[config.mk]
export PLATFORM = sky130hd
export DESIGN_NAME = sky130_ef_ip__rc_osc_500k_mon
export DESIGN_NICKNAME = d
export VERILOG_FILES = /design/src/rtl/sky130_ef_ip__rc_osc_500k_mon.sv
export SDC_FILE = /design/constraint.sdc
export NUM_CORES = 1
export LEC_CHECK = 0
export BUFFER_PORTS_ARGS = -buffer_cell sky130_fd_sc_hd__buf_2
export CAP_MARGIN = 15
export CORE_AREA = 3 3 78 80
export CTS_BUF_LIST = sky130_fd_sc_hd__clkbuf_4
export DETAILED_ROUTE_END_ITERATION = 7
export DIE_AREA = 0 0 81 83
export PLACE_DENSITY = 0.81
export SLEW_MARGIN = 10
export SYNTH_ARGS = -nofsm -noshare
export SYNTH_HDL_FRONTEND = slang
export SYNTH_SLANG_ARGS = --single-unit
[constraint.sdc]
create_clock -name clk -period 2.7 [get_ports clk]
set_input_delay 0.27 -clock clk [delete_from_list [all_inputs] [get_ports clk]]
set_output_delay 0.27 -clock clk [all_outputs]
set_load 0.05 [all_outputs]
[src/rtl/sky130_ef_ip__rc_osc_500k_mon.sv]
// sky130_ef_ip__rc_osc_500k_mon: enables the RC oscillator, waits for it to settle,
// then counts its rising edges over a clk-timed gate window and flags out-of-range counts.
module sky130_ef_ip__rc_osc_500k_mon #(
  parameter int CNT_W         = 16,
  parameter int GATE_CYCLES   = 1000,
  parameter int SETTLE_CYCLES = 256,
  parameter int SYNC_STAGES   = 2
) (
  input  logic             clk,
  input  logic             rst,
  input  logic             start,
  input  logic             stop,
  input  logic             continuous,
  input  logic [CNT_W-1:0] lo_thresh,
  input  logic [CNT_W-1:0] hi_thresh,
  input  logic             osc_in,
  output logic             osc_ena,
  output logic             busy,
  output logic             valid,
  output logic [CNT_W-1:0] count,
  output logic             too_slow,
  output logic             too_fast
);
  localparam int TMR_MAX = GATE_CYCLES > SETTLE_CYCLES ? GATE_CYCLES : SETTLE_CYCLES;
  localparam int TMR_W   = $clog2(TMR_MAX + 1);
  typedef enum logic [1:0] {IDLE, SETTLE, MEASURE, DONE} state_t;
  state_t r_state, w_next;
  logic [SYNC_STAGES-1:0] r_sync;
  logic                   r_prev;
  logic [TMR_W-1:0]       r_tmr;
  logic [CNT_W-1:0]       r_cnt;
  logic                   w_edge, w_settle_end, w_gate_end, w_enter_meas, w_run;
  assign w_edge       = r_sync[SYNC_STAGES-1] & ~r_prev;
  assign w_settle_end = r_tmr == TMR_W'(SETTLE_CYCLES - 1);
  assign w_gate_end   = r_tmr == TMR_W'(GATE_CYCLES - 1);
  assign w_enter_meas = (w_next == MEASURE) && (r_state != MEASURE);
  assign w_run        = (r_state == w_next) && (r_state == SETTLE || r_state == MEASURE);
  always_comb begin
    w_next = r_state;
    case (r_state)
      IDLE:    w_next = start        ? SETTLE  : IDLE;
      SETTLE:  w_next = w_settle_end ? MEASURE : SETTLE;
      MEASURE: w_next = w_gate_end   ? DONE    : MEASURE;
      DONE:    w_next = continuous   ? MEASURE : IDLE;
      default: w_next = IDLE;
    endcase
    if (stop) w_next = IDLE;
  end
  always_ff @(posedge clk or posedge rst) begin
    if (rst) begin
      r_sync <= '0;
      r_prev <= 1'b0;
    end else begin
      r_sync <= {r_sync[SYNC_STAGES-2:0], osc_in};
      r_prev <= r_sync[SYNC_STAGES-1];
    end
  end
  always_ff @(posedge clk or posedge rst) begin
    if (rst) begin
      r_state  <= IDLE;
      r_tmr    <= '0;
      r_cnt    <= '0;
      osc_ena  <= 1'b0;
      busy     <= 1'b0;
      valid    <= 1'b0;
      count    <= '0;
      too_slow <= 1'b0;
      too_fast <= 1'b0;
    end else begin
      r_state <= w_next;
      osc_ena <= w_next != IDLE;
      busy    <= w_next != IDLE;
      valid   <= 1'b0;
      r_tmr   <= w_run ? r_tmr + 1'b1 : '0;
      // saturate rather than wrap so a runaway oscillator still reads as too fast
      if (w_enter_meas) r_cnt <= '0;
      else if (r_state == MEASURE && w_edge && r_cnt != '1) r_cnt <= r_cnt + 1'b1;
      if (r_state == DONE && !stop) begin
        valid    <= 1'b1;
        count    <= r_cnt;
        too_slow <= r_cnt < lo_thresh;
        too_fast <= r_cnt > hi_thresh;
      end
    end
  end
endmodule

==> Yosys cells after proc, flatten, opt, wreduce, memory -nomap -nowiden <==
Index checks and enable logic that the tools add are counted.
{ "word_totals": {"out_inout_bits": 21, "latch_bits": 0, "romBits": 0, "reg_bits": 51, "ram_bits": 0, "n_memories": 0, "inputBits": 38} }
{ "op_classes": {"n_eq_ne": 9, "bitwise_logic": 2, "order_cmp": 2, "n_reduce_logical": 10, "n_div": 0, "n_shift": 0, "multipliers": 0, "muxes": 10, "addsub": 2} }
{ "ops": {"columns": ["op", "count"], "rows": [
  ["$mux 16", 2],
  ["$add 16x1->16 const B", 1],
  ["$gt 16x16->1", 1],
  ["$lt 16x16->1", 1],
  ["$ne 16x16->1 const B", 1],
  ["$add 10x1->10 const B", 1],
  ["$eq 10x10->1 const B", 1],
  ["$eq 10x8->1 const B", 1],
  ["$mux 10", 1],
  ["$pmux 2 s4", 1],
  ["$eq 2x2->1 const B", 3],
  ["$mux 2", 3],
  ["$logic_and 1x1->1", 5],
  ["$reduce_bool 2->1", 2],
  ["$mux 1", 3],
  ["$eq 2x1->1 const B", 1],
  ["$eq 2x2->1", 1],
  ["$logic_not 2->1", 1],
  ["$ne 2x2->1 const B", 1],
  ["$and 1x1->1", 1],
  ["$logic_not 1->1", 1],
  ["$logic_or 1x1->1", 1],
  ["$not 1->1", 1]
]} }

==> Logic depth before layout (Yosys ltp) <==
{ "logic_depth": {"ltp_word": 7, "mapped_depth": 8} }

==> Worst setup path before layout <==
Ideal clock, no wire load.
{ "synth_path": {"path_type": "reg-to-reg", "from": "register r_state[0]", "to": "register r_cnt[15]", "slack_ns": 0.749, "period_less_slack_ns": 1.951, "path_stages_with_launch": 8, "arrival_time_ns": 1.823, "setup_time_ns": 0.128, "path_buffers": 0, "path_cell_list": "dfrtp_1 -> inv_1 -> ha_1 -> and3b_1 -> nand4_1 -> or4_1 -> mux2i_1 -> nor2_1"} }
{ "synth_via": {"elab_chain_cells": 6, "elab_cells_between_ends": 13} }
{ "synth_rtl": {"columns": ["element", "line", "text"], "rows": [
  ["start: declaration", "27", "state_t r_state, w_next;"],
  ["start signal: assignment", "70", "r_state <= w_next;"],
  ["$eq 2x2->1 (tied with other cells)", "40", "case (r_state)"],
  ["$pmux 2 s4", "40", null],
  ["$mux 2", "47", "if (stop) w_next = IDLE;"],
  ["$eq 2x2->1", "36", "assign w_enter_meas = (w_next == MEASURE) && (r_state != MEASURE);"],
  ["$logic_and 1x1->1", "36", null],
  ["$mux 16 / $reduce_bool 2->1 (equally long branches)", null, null],
  ["end signal: assignment", "77", "else if (r_state == MEASURE && w_edge && r_cnt != '1) r_cnt <= r_cnt + 1'b1;"],
  ["end: declaration", "31", "logic [CNT_W-1:0] r_cnt;"]
]} }
Parallel ways exist; a longest one is shown, timed or not.
A chain may end at the register's enable or synchronous reset.

==> Final worst setup path <==
Same ends and word-level chain as after synthesis.

==> reports/results.tsv <==
metric	value	unit
placed wire-length estimate	5.18	mm
initial antenna violation count	0	
Startpoint Class	flop	
core area	5470	sq um
Avg Cell Area, Syn	9.96	sq um
nets	456	
R2R setup slack	0.47	ns
cell area power density	358	nW/um^2
max-cap viol count	0	
WP buf/inv	1	
ys flop type	dfrtp_1	
synthesis-stage register bit count	51	
layout cells sized above 1	23.6	%
Hold/Removal Path Class	input port to flop	
fin crit share	82.6	%
WP depth	7	
Residual DRC	0	
largest net degree at the start of global routing	26	
worst ir drop on vdd	233	uV
critical path fanouts, max	6	
syn nets	392	
CTS root buf	clkbuf_4	
placed insts	444	
CTS tree	yes	
Post-Route WL	6.70	mm
via count	2493	
slew margin rel.	30.8	%
static leakage	0.00184	uW
slowest CP cell	or4_1	
Max Freq	448	MHz
Clock Sinks	51	
TNS Setup	0	ns
power consumption	1290	uW
Total GRT Usage	20.7	%
Period minus WS final	2.23	ns
worst skew pair latency	0.38	ns
first-pass GRT wire length	11.0	mm
first drt pass iteration count	4	
WL met2	3.37	mm
Worst Setup Path Type	flop to flop	
Worst Path Required	2.97	ns
initial core utilization	57.7	%
Synth warnings	0	
Worst R2R Path Depth	7	
Die Ht	83	um
Non-Filler Instances	454	
metal3 WL	247	um
vias in the first global route	2444	
cts bufs inserted	5	
via/cell ratio	5.49	
Tightest Pin Transition	1.04	ns
Seq/Total Area, Yosys	40.4	%
Final Setup Violations	0	
Netlist Area Pre-Place	3160	sq um
Setup Fix Bufs, Post-CTS	0	
Post-Synthesis Cells	317	
DR iter-0 viols	142	
critical path endpoint category	flop	
post-synthesis cell type count	47	
Gate power share	12.5	%
Ports	59	
DR top layer	met4	
clk_skew	0.0118	ns
row count	27	
sw frac	27.2	%
area grow syn2layout	14.2	%
CP max stage delay	0.48	ns
Clk pwr share	27.4	%
Net Sw Power	351	uW
data arrival at the endpoint of the critical path	2.50	ns
worst hold path cell count	2	
Final Hold Fails	0	
Port-buffer cells	58	
status	completed	
cell-internal power	939	uW
Max Root-Sink Buffers	2	
CP top delay family	simple AND/OR/NAND/NOR gates	
CP Cell Sequence	inv_1, ha_1, and3b_1, nand4_1, or4_1, mux2i_1, nor2_1	
gpl congestion	0.873	
htree depth	2	
Avg WL per Cell	14.8	um
most common library cell in the layout ignoring fill and taps	buf_2	
DRT met1 WL	3.02	mm
most frequent cells in the layout	58 x buf_2, 51 x dfrtp_1, 38 x inv_1	
Antenna Cells	0	
pre-CTS setup slack	0.502	ns
Post-synth EDFFs	0	
Reg clk slew, reported paths	0.15	ns
post-route ant nets	0	
gr ovfl total	0	
share of flip-flops with an asynchronous set or reset	100	%
Die ar.	6720	sq um
Die W	81	um
post-layout util	65.9	%
setup ws final	0.469	ns
Seq pwr share	60.1	%
RSZ-0062 raised after global routing	no	
final slew viol count	0	
per-stage QoR:
stage               hold slack (ns)  area, sq um
floorplan                     0.301         3160
global placement              0.331         3530
detailed placement            0.337         3530
CTS                           0.103         3610
global route                 0.0859         3610
finish                        0.121         3610
power groups by stage:
stage	sequential (uW)	combinational, uW	clock, uW
2_1_floorplan	793	101	0
3_3_place_gp	789	154	0
3_5_place_dp	790	161	0
4_1_cts	775	164	366
5_1_grt	777	182	401
6_report	775	161	353
cells in the mapped netlist, types with 2 or more instances:
cell type  number  area [sq um]
a31oi_1         2          12.5
a21oi_1        15          75.1
buf_1           2          7.51
nor3b_1         2          15.0
and4_1          3          26.3
nor2_1         26          97.6
xor2_1          6          52.6
a211oi_1        7          52.6
mux2_2         16           180
nor4_1          2          12.5
dfrtp_1        51          1280
o21ai_0         8          40.0
mux2i_1         2          20.0
nand2b_1        3          18.8
and3_1          2          12.5
nand2_1        18          67.6
nor3_1         14          70.1
inv_1          39           146
nand3_1        12          60.1
nand4_1         9          56.3
ha_1           37           463
a2111oi_0       2          17.5
a21o_1          4          30.0
xnor2_1        11          96.3
nor4bb_1        2          20.0
final cells by class:
class                      instances  area, sq um
fill                             491         1870
multi-input combinational        222         1710
sequential                        51         1280
timing repair buffer              62          325
inverter                          39          146
tap                               72         90.1
clock buffer                       5         37.5
clock inverter                     3         20.0
registers in the layout (all words and copies together), names as in the netlist:
name	cells
busy	1
r_state	2
r_tmr	10
r_cnt	16
too_slow	1
count	16
r_sync	2
too_fast	1
r_prev	1
valid	1
per-layer routing:
metal  track usage [%]  vias to the layer above
li1                  -                     1257
met4              4.92                        0
met1              25.4                     1185
met3              3.90                        7
met2              36.7                       44
met5                 0                        -
final timing paths:
check / from / end
max in group asynchronous: rst / r_prev
worst min register to register: r_sync[0] / r_sync[1]
worst min-delay path: stop / r_state[0]
worst max-delay path: r_state[0] / r_cnt[15]
min in group asynchronous: rst / count[1]
worst max register to register: r_state[0] / r_cnt[15]
cell families after synthesis:
group	after synthesis	synth area share [%]
adder cells (fa/ha/maj)	37	14.7
XOR/XNOR	18	5.23
flip-flops	51	40.4
buffers and inverters	44	5.39
multiplexers	18	6.34
AO/OA/AOI/OAI	48	11.2
AND/OR/NAND/NOR	101	16.8
what timing repair did:
item                                   CTS  global route
endpoints found under the hold margin   24             0
hold buffers                             2             0
gates resized for setup                  0             0
Note: power is estimated with default switching activity, not from simulation.
